$ cat config.mk
export PLATFORM = sky130hd
export DESIGN_NAME = joseproc_oci_dct_packer
export DESIGN_NICKNAME = d
export VERILOG_FILES = /design/src/rtl/joseproc_oci_pkg.sv /design/src/rtl/joseproc_oci_dct_fifo.sv /design/src/rtl/joseproc_oci_dct_packer.sv
export SDC_FILE = /design/constraint.sdc
export NUM_CORES = 1
export LEC_CHECK = 0
export ABC_AREA = 1
export CORE_ASPECT_RATIO = 1.75
export CORE_MARGIN = 5
export CORE_UTILIZATION = 55
export CTS_BUF_LIST = sky130_fd_sc_hd__clkbuf_16
export DETAILED_ROUTE_END_ITERATION = 7
export PLACE_DENSITY = 0.77
export SYNTH_ARGS = -nofsm -noshare
export SYNTH_HDL_FRONTEND = slang
export SYNTH_SLANG_ARGS = --single-unit
$ cat constraint.sdc
create_clock -name clk -period 5 [get_ports clk]
set_input_delay 1.25 -clock clk [delete_from_list [all_inputs] [get_ports clk]]
set_output_delay 1.25 -clock clk [all_outputs]
set_load 0.02 [all_outputs]
$ cat src/rtl/joseproc_oci_pkg.sv
// Shared types and width helpers for the JoseProc OCI trace path.
package joseproc_oci_pkg;

  typedef enum logic [1:0] {
    RUN   = 2'd0,
    DRAIN = 2'd1,
    ENDED = 2'd2
  } dct_state_e;

  localparam int DCT_FRAME_W_DEF = 2;
  localparam int DCT_FRAMES_DEF  = 15;

  // Bits needed to hold any value in 0..max_val.
  function automatic int dct_width(input int max_val);
    return $clog2(max_val + 1);
  endfunction

endpackage

$ cat src/rtl/joseproc_oci_dct_fifo.sv
// First-word-fall-through word queue; head data reads as zero while empty.
module joseproc_oci_dct_fifo
  import joseproc_oci_pkg::*;
#(
  parameter int WIDTH = 8,
  parameter int DEPTH = 4
) (
  input  logic                        clk,
  input  logic                        reset_n,
  input  logic                        push_i,
  input  logic [WIDTH-1:0]            push_data_i,
  input  logic                        pop_i,
  output logic [WIDTH-1:0]            rd_data_o,
  output logic [dct_width(DEPTH)-1:0] level_o
);

  localparam int PTR_W = $clog2(DEPTH);
  localparam int LVL_W = dct_width(DEPTH);

  logic [WIDTH-1:0] mem_q [DEPTH];
  logic [PTR_W-1:0] wr_ptr_q, rd_ptr_q;
  logic [LVL_W-1:0] level_q;
  logic             pop_ok, push_ok;

  assign pop_ok  = pop_i && (level_q != '0);
  // A pop at the same edge frees the slot being written when full.
  assign push_ok = push_i && ((level_q != LVL_W'(DEPTH)) || pop_ok);

  always_ff @(posedge clk or negedge reset_n) begin
    if (!reset_n) begin
      wr_ptr_q <= '0;
      rd_ptr_q <= '0;
      level_q  <= '0;
    end else begin
      if (push_ok) wr_ptr_q <= wr_ptr_q + PTR_W'(1);
      if (pop_ok)  rd_ptr_q <= rd_ptr_q + PTR_W'(1);
      case ({push_ok, pop_ok})
        2'b10:   level_q <= level_q + LVL_W'(1);
        2'b01:   level_q <= level_q - LVL_W'(1);
        default: level_q <= level_q;
      endcase
    end
  end

  always_ff @(posedge clk) begin
    if (push_ok) mem_q[wr_ptr_q] <= push_data_i;
  end

  assign rd_data_o = (level_q != '0) ? mem_q[rd_ptr_q] : '0;
  assign level_o   = level_q;

endmodule

$ cat src/rtl/joseproc_oci_dct_packer.sv
// Packs trace frames into words, queues them, and handles the end-of-test flush/drain.
module joseproc_oci_dct_packer
  import joseproc_oci_pkg::*;
#(
  parameter int FRAME_W    = DCT_FRAME_W_DEF,
  parameter int FRAMES     = DCT_FRAMES_DEF,
  parameter int FIFO_DEPTH = 4,
  localparam int WORD_W    = FRAME_W * FRAMES,
  localparam int CNT_W     = dct_width(FRAMES),
  localparam int LVL_W     = dct_width(FIFO_DEPTH)
) (
  input  logic               clk,
  input  logic               reset_n,
  input  logic               frame_valid,
  input  logic [FRAME_W-1:0] frame_data,
  input  logic               test_ending,
  output logic [WORD_W-1:0]  dct_buffer,
  output logic [CNT_W-1:0]   dct_count,
  output logic               out_valid,
  input  logic               out_ready,
  output logic [WORD_W-1:0]  out_data,
  output logic [CNT_W-1:0]   out_count,
  output logic [LVL_W-1:0]   fifo_level,
  output logic               overflow,
  output logic               test_has_ended
);

  dct_state_e        state_q, state_d;
  logic [WORD_W-1:0] buf_q, buf_d, merged_buf;
  logic [CNT_W-1:0]  cnt_q, cnt_d, merged_cnt;
  logic              ovf_q, ovf_d, ended_q, ended_d;
  logic              frame_acc, word_done, flush, push_req, push_ok, pop;
  logic [CNT_W+WORD_W-1:0] fifo_rd;

  assign frame_acc  = (state_q == RUN) && frame_valid;
  assign flush      = (state_q == RUN) && test_ending;
  assign merged_cnt = cnt_q + CNT_W'(frame_acc);
  assign word_done  = frame_acc && (cnt_q == CNT_W'(FRAMES - 1));

  always_comb begin
    merged_buf = buf_q;
    if (frame_acc) merged_buf[cnt_q*FRAME_W +: FRAME_W] = frame_data;
  end

  // A flush that coincides with word completion pushes only the full word.
  assign push_req = word_done || (flush && (merged_cnt != '0));
  assign pop      = out_valid && out_ready;
  assign push_ok  = push_req && ((fifo_level != LVL_W'(FIFO_DEPTH)) || pop);

  joseproc_oci_dct_fifo #(
    .WIDTH (CNT_W + WORD_W),
    .DEPTH (FIFO_DEPTH)
  ) u_fifo (
    .clk         (clk),
    .reset_n     (reset_n),
    .push_i      (push_ok),
    .push_data_i ({merged_cnt, merged_buf}),
    .pop_i       (pop),
    .rd_data_o   (fifo_rd),
    .level_o     (fifo_level)
  );

  assign {out_count, out_data} = fifo_rd;
  assign out_valid             = (fifo_level != '0);

  always_comb begin
    state_d = state_q;
    buf_d   = buf_q;
    cnt_d   = cnt_q;
    ovf_d   = ovf_q;
    ended_d = ended_q;
    case (state_q)
      RUN: begin
        buf_d = merged_buf;
        cnt_d = merged_cnt;
        if (word_done || test_ending) begin
          buf_d = '0;
          cnt_d = '0;
        end
        if (test_ending) state_d = DRAIN;
      end
      DRAIN: begin
        if (fifo_level == '0) begin
          state_d = ENDED;
          ended_d = 1'b1;
        end
      end
      default: ;
    endcase
    if (push_req && !push_ok) ovf_d = 1'b1;
  end

  always_ff @(posedge clk or negedge reset_n) begin
    if (!reset_n) begin
      state_q <= RUN;
      buf_q   <= '0;
      cnt_q   <= '0;
      ovf_q   <= 1'b0;
      ended_q <= 1'b0;
    end else begin
      state_q <= state_d;
      buf_q   <= buf_d;
      cnt_q   <= cnt_d;
      ovf_q   <= ovf_d;
      ended_q <= ended_d;
    end
  end

  assign dct_buffer     = buf_q;
  assign dct_count      = cnt_q;
  assign overflow       = ovf_q;
  assign test_has_ended = ended_q;

endmodule

After elaboration in Yosys (flattened, before gate mapping)
Memory sizes are Yosys's and may differ from the RTL's.
Cells that the tools add are included.
Widths: inputs -> output; s select.

storage, ports and cells
  memories = 1
  latch bits = 0
  output and inout bits = 74
  RAM bits = 136
  logic and storage cells = 57
  flip-flop bits (word level) = 45
  memory bits (read-only) = 0
  input bits = 7

operators by class
  equal/unequal tests = 7
  multipliers = 0
  shifts and indexed selects = 2
  reduce and logical (&&, ||, !) cells = 22
  div/mod/pow operators = 0
  bitwise operators = 0
  multiplexer cells = 11
  order comparisons = 0
  add/subtract/negate cells = 6

memories
  memory        depth  bits a word  read ports  clocked after memory_dff  write ports  RTL line                     source
  u_fifo.mem_q  4      34           1           0                         1            joseproc_oci_dct_fifo.sv:20  logic [WIDTH-1:0] mem_q [DEPTH];

operator list
  kind                     count
  $mux 30                  2
  $mux 34                  1
  $neg 5->34               1
  $shift 2x34->30 const A  1
  $shiftx 2x34->30         1
  $bwmux 30                1
  $logic_and 1x1->1        9
  $pmux 3 s2               1
  $add 2x1->2 const B      2
  $add 4x1->4              1
  $eq 2x1->1 const B       2
  $eq 4x4->1 const B       1
  $logic_or 1x1->1         4
  $mux 2                   2
  $mux 4                   1
  $ne 2x2->1 const B       2
  $pmux 2 s2               1
  $reduce_bool 2->1        2
  $reduce_bool 4->1        1
  $add 3x1->3 const B      1
  $logic_not 3->1          1
  $ne 3x3->1 const B       1
  $reduce_and 3->1         1
  $reduce_bool 3->1        1
  other kinds (6)          7

Depth between registers and ports, before layout
  word-level depth = 10
  gate-level depth with buffers = 16
  depth with buffers taken out = 16

Modules after synthesis
Synthesis repeated with hierarchy kept, for this count alone.

unflattened totals
  cell total of the unflattened synthesis = 798
  area, all modules = 8,151.6 um2

modules (own cells, without submodules)
  module                   instances  area an instance (um2)  cells each  seq. area each (um2)
  joseproc_oci_dct_fifo    1          5,706.7                 455         4,259.1
  joseproc_oci_dct_packer  1          2,444.8                 343         950.9

Worst setup path after synthesis
OpenSTA, ideal clock, no wires.

  path kind = input -> register
  start = input frame_valid
  end = memory u_fifo.mem_q[0][0] in the netlist's numbering (enable)
  setup time = 425 ps
  path slack = 809 ps
  data required time = 4,575 ps
  stages = 10
  path buffers = 0
  arrival = 3,766 ps
  cells stage by stage = inv_1 -> nor2_4 -> ha_1 -> ha_1 -> nor2_1 -> nand3_1 -> nand2_1 -> nand2_1 -> nand2_1 -> nor2_1

on the way
  word-level cells in the longest chain between the ends = 9
  elaborated cells on any way between the ends = 10
  classes of those cells = add/sub: 1; mux: 2; reduce/logical: 7

RTL lines
  element                       RTL line                       source
  from (decl)                   joseproc_oci_dct_packer.sv:14  input logic frame_valid,
  $logic_and 1x1->1             joseproc_oci_dct_packer.sv:35  assign frame_acc = (state_q == RUN) && frame_valid;
  $add 4x1->4                   joseproc_oci_dct_packer.sv:37  assign merged_cnt = cnt_q + CNT_W'(frame_acc);
  via merged_cnt[1]             joseproc_oci_dct_packer.sv:30  logic [CNT_W-1:0] cnt_q, cnt_d, merged_cnt;
  $reduce_bool 4->1             joseproc_oci_dct_packer.sv:46  assign push_req = word_done || (flush && (merged_cnt != '0));
  $logic_and 1x1->1             joseproc_oci_dct_packer.sv:46
  $logic_or 1x1->1              joseproc_oci_dct_packer.sv:46
  $logic_and 1x1->1             joseproc_oci_dct_packer.sv:48  assign push_ok = push_req && ((fifo_level != LVL_W'(FIFO_DEPTH)) || pop);
  $logic_and 1x1->1             joseproc_oci_dct_fifo.sv:27    assign push_ok = push_i && ((level_q != LVL_W'(DEPTH)) || pop_ok);
  $mux 1                        joseproc_oci_dct_fifo.sv:46    if (push_ok) mem_q[wr_ptr_q] <= push_data_i;
  $mux 1 (not written as such)  joseproc_oci_dct_fifo.sv:46
  to (decl)                     joseproc_oci_dct_fifo.sv:20

The timed path passes the listed nets, and every way through them passes these cells.

Worst setup path after layout
  start = register u_fifo.level_q[0] (netlist: u_fifo.level_o[0])
  end = output out_data[27]

on the way
  word-level cells in the longest chain between the ends = 2

RTL lines
  element                 RTL line                       source
  from (decl)             joseproc_oci_dct_fifo.sv:22    logic [LVL_W-1:0] level_q;
  from (signal assigned)  joseproc_oci_dct_fifo.sv:38    2'b10: level_q <= level_q + LVL_W'(1);
  from (signal assigned)  joseproc_oci_dct_fifo.sv:39    2'b01: level_q <= level_q - LVL_W'(1);
  from (signal assigned)  joseproc_oci_dct_fifo.sv:40    default: level_q <= level_q;
  $reduce_bool 3->1       joseproc_oci_dct_fifo.sv:49    assign rd_data_o = (level_q != '0) ? mem_q[rd_ptr_q] : '0;
  $mux 34                 joseproc_oci_dct_fifo.sv:49
  to (decl)               joseproc_oci_dct_packer.sv:21  output logic [WORD_W-1:0] out_data,

No other way between the ends.

==> flow_summary.yaml <==
critical_path:
  worst_setup_path_end_kind: "output pin"
  crit_type: "register to output pin"
  reg2reg_setup_slack_ns: 1.77
  critical_path_fanouts_max: 16
  worstPathRequired_ns: 3.75
  timing.critical_path.from: "u_fifo.level_o[0]$_DFFE_PN0P_"
  startpoint_type: "register"
  r2r_cells: 16
  crit-reg2reg-capture: "u_fifo.level_o[2]$_DFFE_PN0P_"
  crit_arrival_ns: 2.86
  reg2reg_from: "state_q[1]$_DFFE_PN0P_"
cells_and_area:
  filler_cell_count: 1049
  final_common_cell: "nor2_1"
  drive_above_1_share_pct: 7.52
  num-nets-final: 885
  layout.cells.most_common_list: "148 x nor2_1, 136 x edfxtp_1, 94 x nand2_1"
  count_of_antenna_diodes_in_the_layout: 0
  flow.area_growth_from_synthesis_pct: 19.3
floorplan:
  placementRows: 58
  die_h_microns: 170
  floorplan.core_area_sq_mm: 0.0144
  initial_core_util_pct: 56.0
  ios: 81
  die_w_microns: 102
  die_area_sq_mm: 0.0173
sta:
  maxSlewViolCount: 0
  achievable-frequency_ghz: 0.243
  finalCriticalPeriod_ns: 4.11
  finalSetupViolCount: 0
  post-route-period-util_pct: 82.2
  tightest_slew_ns: 1.06
  totalNegativeSetupSlack_ns: 0
  fin_skew_ns: 0.00990
  max-slew-margin-rel_pct: 29.4
  grt_setup_unrepaired: "no"
  fin_worst_hold_slack_ns: 0.471
  timing.final.hold_violations: 0
grt:
  grt_first_pass_wirelength_mm: 30.4
  grt_max_degree: 71
  grt_antenna_before_repair: 0
  first_global_vias: 6006
  grt_overflow: 0
  global_route.usage.total_pct: 23.1
logic_synthesis:
  count_of_flip_flops_with_a_built_in_enable_after_synthesis: 136
  synth-main-ff-cell: "edfxtp_1"
  synth_cell_type_count: 32
  post_synth_instance_area_sq_mm: 0.00809
  postSynthCellCount: 789
  synth_async_sr_flop_share_pct: 24.9
  ys.warnings.count: 0
  syn-mean-instance-area_sq_um: 10.3
  synth-seq-area-share_pct: 64.4
  synth_fp_nets: 809
  yosys_register_bits: 181
place:
  detailed_place_hpwl_mm: 12.5
  port_buffers: 80
  gp_congestion: 0.894
route:
  routed_wl_mm: 19.0
  route.vias.total: 5902
  dr.first_iter.drc_count: 591
  drt-wirelength-per-cell_microns: 18.0
  detail-route-antenna-nets: 0
  post_drt_via_cell_ratio: 5.58
  drc_markers: 0
  dr.pass1.iters: 5
hold_path:
  hold_crit_path_type: "register to register"
  hold-path-endpoint: "test_has_ended$_DFFE_PN0P_"
  hold_start: "test_has_ended$_DFFE_PN0P_"
  worstHoldPathCells: 2
cts:
  cts_inserted_buffers: 17
  tritoncts: "built"
  buffer_depth_of_the_longest_clock_path: 2
  numClockSinks: 181
  root_buffer_selected_by_cts: "clkbuf_16"
  post_cts_buffers: 0
  htree_num_levels: 4
  clkLatencyLatePin_ns: 0.43
  count_of_hold_fix_buffers_inserted_at_cts: 0
  post_cts_resized: 0
  cts.clk_slew.worst_paths_ns: 0.07
power:
  static-leakage-power_nw: 3.95
  vdd_ir_drop_max_uv: 354
  power_density_of_the_placed_cells_mw_per_mm2: 626
status:
  outcome: "finished, final reports clean"
job:
  max_cap_viol_count: 0
## registers in the layout, summed over array words and instances, names as in the netlist
register / flops
dct_buffer: 30
dct_count: 4
overflow: 1
state_q: 2
test_has_ended: 1
u_fifo.level_o: 3
u_fifo.mem_q: 136
u_fifo.rd_ptr_q: 2
u_fifo.wr_ptr_q: 2
## worst max-delay path: stages (launching register included)
cell             delay [ns]
dfrtp_1                0.41
nor2_1                 0.08
nand2_1                0.09
clkinv_1               0.51
buf_4                  0.41
a21oi_1                0.26
clkdlybuf4s50_1        0.66
## synth_stat cells, types with 12 or more instances
cell type	n	area (sq um)
nor2_1	152	571
edfxtp_1	136	4080
nand2_1	94	353
o21ai_0	87	435
inv_1	81	304
dfrtp_1	45	1130
nand3_1	36	180
a21oi_1	35	175
clkbuf_1	22	82.6
and2_1	14	87.6
o22ai_1	13	81.3
ha_1	12	150
nand4_1	12	75.1
## power by group
group | switching (mW) | leakage (nW) | internal [mW]
registers | 0.125 | 1.85 | 1.84
clock network | 0.598 | 0.291 | 0.759
logic | 1.69 | 1.81 | 1.02
## layout make-up
type                    count  area [sq um]  share of cell area, %
flip-flops and latches    181          5210                   54.0
repair buffers             90           871                   9.02
inverters                  88           333                   3.45
well taps                 180           225                   2.33
multi-input cells         487          2400                   24.9
clock inverters            15           184                   1.91
clock buffers              17           425                   4.41
## cell families (layout without fill, tap and decap cells)
family                     count (synthesis)  in the layout  share of synthesized area, %
xor gates and xnor gates                   7              7                         0.990
DFF                                      181            181                          64.4
buffers and inverters                    121            210                          6.02
and+or+nand+nor                          323            323                          17.4
AOI/OAI and AO/OA                        144            144                          9.14
adders and majority gates                 13             13                          2.10
## through the flow
stage                     setup slack (ns)  std cells  utilization [%]  area, sq um  total power, mW
after global placement               0.816       1026             62.6         9040             4.62
after CTS                            0.869       1058             66.8         9650             6.07
after global routing                 0.754       1058             66.8         9650             6.39
after detailed placement             0.739       1026             62.6         9040             4.71
final                                0.892       1058             66.8         9650             6.04
after floorplan                      0.809        789                -         8090             3.62
## how the worst max path moves through the flow
stage	endpoint	slack, ns
after floorplan	u_fifo.mem_q[0][0]$_DFFE_PP_	0.81
after global placement	u_fifo.level_o[2]$_DFFE_PN0P_	0.82
after detailed placement	u_fifo.level_o[2]$_DFFE_PN0P_	0.74
after CTS	out_data[27]	0.87
after global routing	out_data[27]	0.75
final	out_data[27]	0.89
## routing by layer
metal	vias up	routed length [microns]	track usage, %	part of all wire (%)
met1	2821	7370	27.2	39
met4	0	720	10.6	3.8
li1	2800	-	-	-
met3	55	941	4.68	4.9
met5	-	0	0	0
met2	226	9990	40.2	53
Power figures use the tool's default switching activity.
